===== config.mk =====
export PLATFORM = sky130hd
export DESIGN_NAME = out_fm_tile_ld_mask
export DESIGN_NICKNAME = d
export VERILOG_FILES = /design/src/rtl/out_fm_tile_ld_mask.sv
export SDC_FILE = /design/constraint.sdc
export NUM_CORES = 1
export LEC_CHECK = 0
export CAP_MARGIN = 0
export CORE_ASPECT_RATIO = 1.1
export CORE_MARGIN = 10
export CORE_UTILIZATION = 41
export CTS_CLUSTER_SIZE = 10
export DETAILED_ROUTE_END_ITERATION = 7
export SKIP_LAST_GASP = 1
export SLEW_MARGIN = 20
export SYNTH_ARGS = -nofsm -noshare
export SYNTH_HDL_FRONTEND = slang
export SYNTH_SLANG_ARGS = --single-unit

===== constraint.sdc =====
create_clock -name clk -period 20.9 [get_ports clk]
set_clock_uncertainty 0.1 [all_clocks]
set_input_delay 5.225 -clock clk [delete_from_list [all_inputs] [get_ports clk]]
set_output_delay 5.225 -clock clk [all_outputs]
set_load 0.02 [all_outputs]

===== src/rtl/out_fm_tile_ld_mask.sv =====
`default_nettype none
// ============================================================================
// Module   : out_fm_tile_ld_mask
// Purpose  : Filters the DRAM read stream of one out_fm tile: discards row
//            padding and zero-fills or drops words outside the layer bounds.
// Revision : 1.0 - initial release
// ============================================================================
module out_fm_tile_ld_mask #(
    parameter int DW              = 32,
    parameter int CW              = 16,
    parameter int Tn              = 16,
    parameter int Tr              = 64,
    parameter int Tc              = 16,
    parameter int TILE_ROW_OFFSET = 2
) (
    input  logic          clk,
    input  logic          rst,
    input  logic          start,
    input  logic [CW-1:0] cfg_n,
    input  logic [CW-1:0] cfg_r,
    input  logic [CW-1:0] cfg_c,
    input  logic          cfg_drop,
    input  logic [CW-1:0] tile_base_n,
    input  logic [CW-1:0] tile_base_row,
    input  logic [CW-1:0] tile_base_col,
    input  logic          in_valid,
    input  logic [DW-1:0] in_data,
    output logic          in_ready,
    output logic          out_valid,
    output logic [DW-1:0] out_data,
    input  logic          out_ready,
    output logic          busy,
    output logic          done,
    output logic [CW-1:0] out_cnt
);

    localparam logic [CW-1:0] c_TC_VALID = CW'(Tc);
    localparam logic [CW-1:0] c_TC_LAST  = CW'(Tc + TILE_ROW_OFFSET - 1);
    localparam logic [CW-1:0] c_TR_LAST  = CW'(Tr - 1);
    localparam logic [CW-1:0] c_TN_LAST  = CW'(Tn - 1);

    typedef enum logic [1:0] {
        S_IDLE  = 2'd0,
        S_RUN   = 2'd1,
        S_FLUSH = 2'd2
    } state_t;

    state_t        state_q, state_d;
    logic [CW-1:0] tc_q, tc_d, tr_q, tr_d, tn_q, tn_d;
    logic [CW-1:0] cfg_n_q, cfg_n_d, cfg_r_q, cfg_r_d, cfg_c_q, cfg_c_d;
    logic          cfg_drop_q, cfg_drop_d;
    logic [CW-1:0] base_n_q, base_n_d, base_row_q, base_row_d, base_col_q, base_col_d;
    logic          out_valid_q, out_valid_d;
    logic [DW-1:0] out_data_q, out_data_d;
    logic          done_q, done_d;
    logic [CW-1:0] out_cnt_q, out_cnt_d;

    logic          w_in_ready, w_accept, w_out_hs, w_pad, w_inb, w_load, w_last_beat;
    logic [CW:0]   w_sum_n, w_sum_row, w_sum_col;

    // One extra bit on the sums so a base near the top of the range never wraps into bounds.
    assign w_sum_n     = {1'b0, base_n_q}   + {1'b0, tn_q};
    assign w_sum_row   = {1'b0, base_row_q} + {1'b0, tr_q};
    assign w_sum_col   = {1'b0, base_col_q} + {1'b0, tc_q};
    assign w_inb       = (w_sum_n < {1'b0, cfg_n_q}) && (w_sum_row < {1'b0, cfg_r_q})
                      && (w_sum_col < {1'b0, cfg_c_q});
    assign w_pad       = (tc_q >= c_TC_VALID);
    assign w_in_ready  = (state_q == S_RUN) && (!out_valid_q || out_ready);
    assign w_accept    = in_valid && w_in_ready;
    assign w_out_hs    = out_valid_q && out_ready;
    assign w_load      = w_accept && !w_pad && (w_inb || !cfg_drop_q);
    assign w_last_beat = (tc_q == c_TC_LAST) && (tr_q == c_TR_LAST) && (tn_q == c_TN_LAST);

    always_comb begin
        state_d     = state_q;
        tc_d        = tc_q;
        tr_d        = tr_q;
        tn_d        = tn_q;
        cfg_n_d     = cfg_n_q;
        cfg_r_d     = cfg_r_q;
        cfg_c_d     = cfg_c_q;
        cfg_drop_d  = cfg_drop_q;
        base_n_d    = base_n_q;
        base_row_d  = base_row_q;
        base_col_d  = base_col_q;
        out_valid_d = out_valid_q;
        out_data_d  = out_data_q;
        out_cnt_d   = out_cnt_q;
        done_d      = 1'b0;

        // A handshake empties the register unless a new word lands in the same cycle.
        if (w_out_hs) begin
            out_valid_d = 1'b0;
            out_cnt_d   = out_cnt_q + 1'b1;
        end
        if (w_load) begin
            out_valid_d = 1'b1;
            out_data_d  = w_inb ? in_data : '0;
        end

        case (state_q)
            S_IDLE: begin
                if (start) begin
                    state_d    = S_RUN;
                    tc_d       = '0;
                    tr_d       = '0;
                    tn_d       = '0;
                    out_cnt_d  = '0;
                    cfg_n_d    = cfg_n;
                    cfg_r_d    = cfg_r;
                    cfg_c_d    = cfg_c;
                    cfg_drop_d = cfg_drop;
                    base_n_d   = tile_base_n;
                    base_row_d = tile_base_row;
                    base_col_d = tile_base_col;
                end
            end
            S_RUN: begin
                if (w_accept) begin
                    if (tc_q == c_TC_LAST) begin
                        tc_d = '0;
                        if (tr_q == c_TR_LAST) begin
                            tr_d = '0;
                            tn_d = (tn_q == c_TN_LAST) ? '0 : tn_q + 1'b1;
                        end else begin
                            tr_d = tr_q + 1'b1;
                        end
                    end else begin
                        tc_d = tc_q + 1'b1;
                    end
                    if (w_last_beat) begin
                        state_d = S_FLUSH;
                    end
                end
            end
            S_FLUSH: begin
                if (!out_valid_q || out_ready) begin
                    state_d = S_IDLE;
                    done_d  = 1'b1;
                end
            end
            default: state_d = S_IDLE;
        endcase
    end

    always_ff @(posedge clk or posedge rst) begin
        if (rst) begin
            state_q     <= S_IDLE;
            tc_q        <= '0;
            tr_q        <= '0;
            tn_q        <= '0;
            cfg_n_q     <= '0;
            cfg_r_q     <= '0;
            cfg_c_q     <= '0;
            cfg_drop_q  <= 1'b0;
            base_n_q    <= '0;
            base_row_q  <= '0;
            base_col_q  <= '0;
            out_valid_q <= 1'b0;
            out_data_q  <= '0;
            done_q      <= 1'b0;
            out_cnt_q   <= '0;
        end else begin
            state_q     <= state_d;
            tc_q        <= tc_d;
            tr_q        <= tr_d;
            tn_q        <= tn_d;
            cfg_n_q     <= cfg_n_d;
            cfg_r_q     <= cfg_r_d;
            cfg_c_q     <= cfg_c_d;
            cfg_drop_q  <= cfg_drop_d;
            base_n_q    <= base_n_d;
            base_row_q  <= base_row_d;
            base_col_q  <= base_col_d;
            out_valid_q <= out_valid_d;
            out_data_q  <= out_data_d;
            done_q      <= done_d;
            out_cnt_q   <= out_cnt_d;
        end
    end

    assign in_ready  = w_in_ready;
    assign out_valid = out_valid_q;
    assign out_data  = out_data_q;
    assign busy      = (state_q != S_IDLE);
    assign done      = done_q;
    assign out_cnt   = out_cnt_q;

endmodule
`default_nettype wire


# [Word-level counts from Yosys, hierarchy flattened]
# Cells that the tools add are included.
[word_totals] memories=0 in_bits=134 elab_cells=86 latchBits=0 output_inout_bits=52 rom_bits=0 regBits=197 mem_bits_rw=0
[classes] reduce_logical=23 n_addsub=7 n_bitwise=0 mul=0 eq_ne=11 n_mux=26 div=0 magnitude_cmp=4 shifts=0
[op_table] op="2-to-1 mux 16 bit" n=13
[op_table] op="one-hot mux 16 bit (2 select lines)" n=3
[op_table] op="adder 16 x 1 -> 16 bit, second input constant" n=4
[op_table] op="adder 16 x 16 -> 17 bit" n=3
[op_table] op="< comparator 17 x 16 -> 1 bit" n=3
[op_table] op="2-to-1 mux 32 bit" n=1
[op_table] op="== test 16 x 4 -> 1 bit, second input constant" n=1
[op_table] op="== test 16 x 5 -> 1 bit, second input constant" n=1
[op_table] op="== test 16 x 6 -> 1 bit, second input constant" n=1
[op_table] op="greater-or-equal comparator 16 x 5 -> 1 bit, second input constant" n=1
[op_table] op="logical AND 1 bit" n=9
[op_table] op="2-to-1 mux 2 bit" n=4
[op_table] op="inequality test 2 bit, second input constant" n=4
[op_table] op="AND reduction 4 bit" n=2
[op_table] op="one-hot mux 2 bit (3 select lines)" n=1
[op_table] op="nonzero test 2 bit" n=3
[op_table] op="AND reduction 5 bit" n=1
[op_table] op="2-to-1 mux 1 bit" n=4
[op_table] op="inequality test 2 x 1 -> 1 bit, second input constant" n=2
[op_table] op="zero test 1 bit" n=3
[op_table] op="AND reduction 3 bit" n=1
[op_table] op="== test 2 x 1 -> 1 bit, second input constant" n=1
[op_table] op="== test 2 bit, second input constant" n=1
[op_table] op="zero test 2 bit" n=1
[op_table] op="other kinds (2)" n=3

# [Longest topological paths before layout]
[logic_depth] ltp_word=7 ltp_mapped=20 mapped_depth_nobuf=18

# [Worst setup path after synthesis]
# No wires, ideal clock.
[synth_timing] path_kind="in2out" start="input out_ready" end="output in_ready" cell_stages=2 arrival_time_ns=5.555 required_time_ns=15.575 path_slack_ns=10.020 n_path_buf=0 cell_sequence="nor2b_1 > nor2_1"
[synth_via] elab_chain_len=2
[synth_rtl] item="from (decl)" line_no="31" rtl="input logic out_ready,"
[synth_rtl] item="logical OR 1 bit" line_no="68" rtl="assign w_in_ready = (state_q == S_RUN) && (!out_valid_q || out_ready);"
[synth_rtl] item="logical AND 1 bit" line_no="68"
[synth_rtl] item="to (decl)" line_no="28" rtl="output logic in_ready,"
# No other way between the ends.

# [Worst setup path after layout]
# Same ends and word-level chain as after synthesis.

==> key figures <==
Run status
  • Status: complete, no violations

Global routing
  • GRT Resource Usage Total: 16.1%
  • Gr ovfl total: 0
  • Initial antenna violation count: 3
  • Global-route wire length before repair: 47700 um
  • Met3 Use GR: 3.82%
  • Largest net degree at the start of global routing: 156
  • Vias in the first global route: 9004
  • Met1 usage: 20.5%
  • Global route hottest layer: met2
  • Routing usage on met2: 27.0%

Logic synthesis
  • Mapped Cells: 1189
  • Synth cell types: 63
  • Cell area after synthesis: 11800 um^2
  • Post-Syn Area per Cell: 9.91 um^2
  • Synthesized Nets: 1425
  • EDFF count, synth: 0
  • Sequential fraction of the synthesis area: 41.8%
  • FF+latch count, synth: 197
  • Asr flop ratio synth: 100%
  • Primary FF master, synth: dfrtp_1
  • Synth Warn #: 0

Detailed routing
  • First-pass DRT Iterations: 7
  • Post-route DRC: 0
  • Final ANT Viol Nets: 0
  • Starting DRC count in detailed routing: 560
  • Drt total wl: 29500 um
  • Vias per cell: 5.19
  • WL per Instance: 16.9 um
  • Routed vias: 9049

Power
  • Internal power: 1.06 mW
  • Switching Share: 38.2%
  • PwrDens: 118 nW/um^2
  • VDD IR-drop max: 70.4 uV
  • Reg power frac: 33.6%
  • Leakage: 6.63 nW
  • Net switching power figure: 0.654 mW
  • Gate power share: 47.6%
  • Clk pwr share: 18.9%

Worst setup path
  • Crit start category: primary input
  • Top fanout value on the critical path: 3
  • Worst setup EP type: output port
  • Crit-path max cell delay: 0.62 ns
  • Critical path's slowest cell: clkdlybuf4s50_1
  • Worst Setup SP: out_ready
  • Crit path required time: 15.58 ns
  • R2r setup slk: 14.97 ns
  • Launch point of the worst reg-to-reg path: tn_q[0]
  • R2R depth: 18
  • CP Cell Sequence: clkdlybuf4s50_1 -> nor2b_1 -> nor2_1 -> clkdlybuf4s50_1
  • Critical path class: primary input to output port
  • Most frequent CP cell: clkdlybuf4s50_1
  • CP arrival: 6.50 ns
  • Reg-to-Reg End: out_data[10]

Layout
  • Most common cell after layout, fill and taps aside: dfrtp_1
  • Share of cells above drive strength 1: 9.96%
  • Max reg flops: 32
  • Fillers: 2661
  • # nets final: 1598
  • Final Cell Area: 14500 um^2
  • Register area: 4930 um^2
  • Most frequent cells in the layout: 197 x dfrtp_1, 185 x clkdlybuf4s50_1, 117 x nand2_1, 102 x o21ai_0, 99 x ha_1
  • Area taken by multi-input logic gates: 6410 um^2
  • Layout Area Growth over Synthesis: 23.4%

Die
  • # IOs: 186
  • Core box area: 28500 um^2
  • Die ar.: 35900 um^2
  • DIE HEIGHT: 198 um
  • Die Width: 182 um
  • Starting Density: 41.3%
  • Row count: 65

Clock tree
  • CTS buffer count: 17
  • Clk_lat worst skew: 0.44 ns
  • Max H-tree Level: 4
  • # hold bufs at CTS: 0
  • Clk slew on worst S/H paths: 0.08 ns
  • Clk sinks: 197
  • Root buf cell: clkbuf_16
  • CTS tree: yes
  • Setup bufs post-CTS: 0
  • Max clock buf depth: 2
  • Post-cts sizing count: 0

STA
  • Minimum clock period: 11.83 ns
  • Setup TNS: 0 ns
  • # setup viols final: 0
  • Slew headroom: 27.0%
  • Final Max Tran Viols: 0
  • FMAX: 84.5 MHz
  • Setup WS post-layout: 9.07 ns
  • Unrepaired setup endpoints after global routing: no
  • Hold Fails Final Rpt: 0
  • Share of the clock period used by the worst path: 56.6%
  • Worst-Margin Slew: 1.10 ns

Placed design
  • Hpwl dp: 22100 um
  • Dpl ws: 9.07 ns
  • Cell Area, Placed: 14000 um^2
  • RD Place Congestion: 0.823
  • PortBufs: 185

Hold path
  • Hold Path End: cfg_n_q[0]
  • Min-Delay Path Class: register to register
  • Worst Hold Launch: cfg_n_q[0]
  • Hold Crit Depth: 1

Job
  • MaxCap Viol Count: 0
-- worst max-delay path, delay by kind of cell --
kind | cells | cell delay, ns
buf+inv | 2 | 1.11
simple gates | 2 | 0.17
-- worst max path at each step --
stage          slack, ns  depth (start not counted)        to
5_1_grt             8.99                          4  in_ready
3_5_place_dp        9.07                          4  in_ready
6_report            9.07                          4  in_ready
4_1_cts             9.06                          4  in_ready
2_1_floorplan      10.02                          2  in_ready
3_3_place_gp        9.08                          4  in_ready
-- metal layers --
metal,vias to the layer above,routed length [um],share of wire (%)
li1,4509,-,-
met1,4365,13300,45
met2,147,14400,49
met3,26,1260,4.3
met4,2,466,1.6
met5,-,10,0.034
-- cells in the mapped netlist, types with 9 or more instances --
library cell,instances,area share (%)
a211oi_1,9,0.57
a21o_1,12,0.76
a21oi_1,49,2.1
and3_1,25,1.3
clkbuf_1,28,0.89
dfrtp_1,197,42
ha_1,99,11
inv_1,73,2.3
mux2_2,53,5.1
mux2_4,29,3.7
nand2_1,117,3.7
nand2b_1,17,0.90
nand3_1,31,1.3
nand4_1,16,0.85
nor2_1,77,2.5
nor2b_1,45,2.4
nor3_1,14,0.59
o21ai_0,102,4.3
o31ai_1,9,0.57
or3_1,12,0.64
xnor2_1,38,2.8
xor2_1,36,2.7
-- logic make-up after synthesis --
logic type	count (synthesis)	synth area share (%)
AND/OR/NAND/NOR	390	16.7
AO/OA/AOI/OAI	235	12.2
flip-flops	197	41.8
buffers and inverters	108	3.94
adder cells (fa/ha/maj)	102	11.0
multiplexers	83	8.84
XOR/XNOR	74	5.50
-- power groups by stage --
stage          logic [mW]  clock network (mW)  registers (mW)
2_1_floorplan       0.598                   0           0.579
3_3_place_gp        0.801                   0           0.583
3_5_place_dp        0.818                   0           0.585
4_1_cts             0.825               0.333           0.578
5_1_grt             0.934               0.348           0.592
6_report            0.816               0.323           0.575
-- layout make-up --
cell class	count	area share, %
multi-input cells	884	44.1
flip-flops and latches	197	33.9
repair buffers	189	13.0
well taps	368	3.16
clock buffers	19	3.11
inverters	73	1.93
clock inverters	13	0.765
diodes	2	0.0344
-- through the flow --
stage | std cells | power, mW | hold slack, ns | util (%)
after floorplan | 1189 | 1.18 | 0.378 | -
after global placement | 1711 | 1.38 | 0.392 | 49.0
after detailed placement | 1711 | 1.40 | 0.404 | 49.0
after CTS | 1743 | 1.73 | 0.420 | 50.9
after global routing | 1744 | 1.88 | 0.434 | 51.0
final | 1745 | 1.71 | 0.417 | 51.0
No activity file was read; power rests on OpenSTA's default activity.
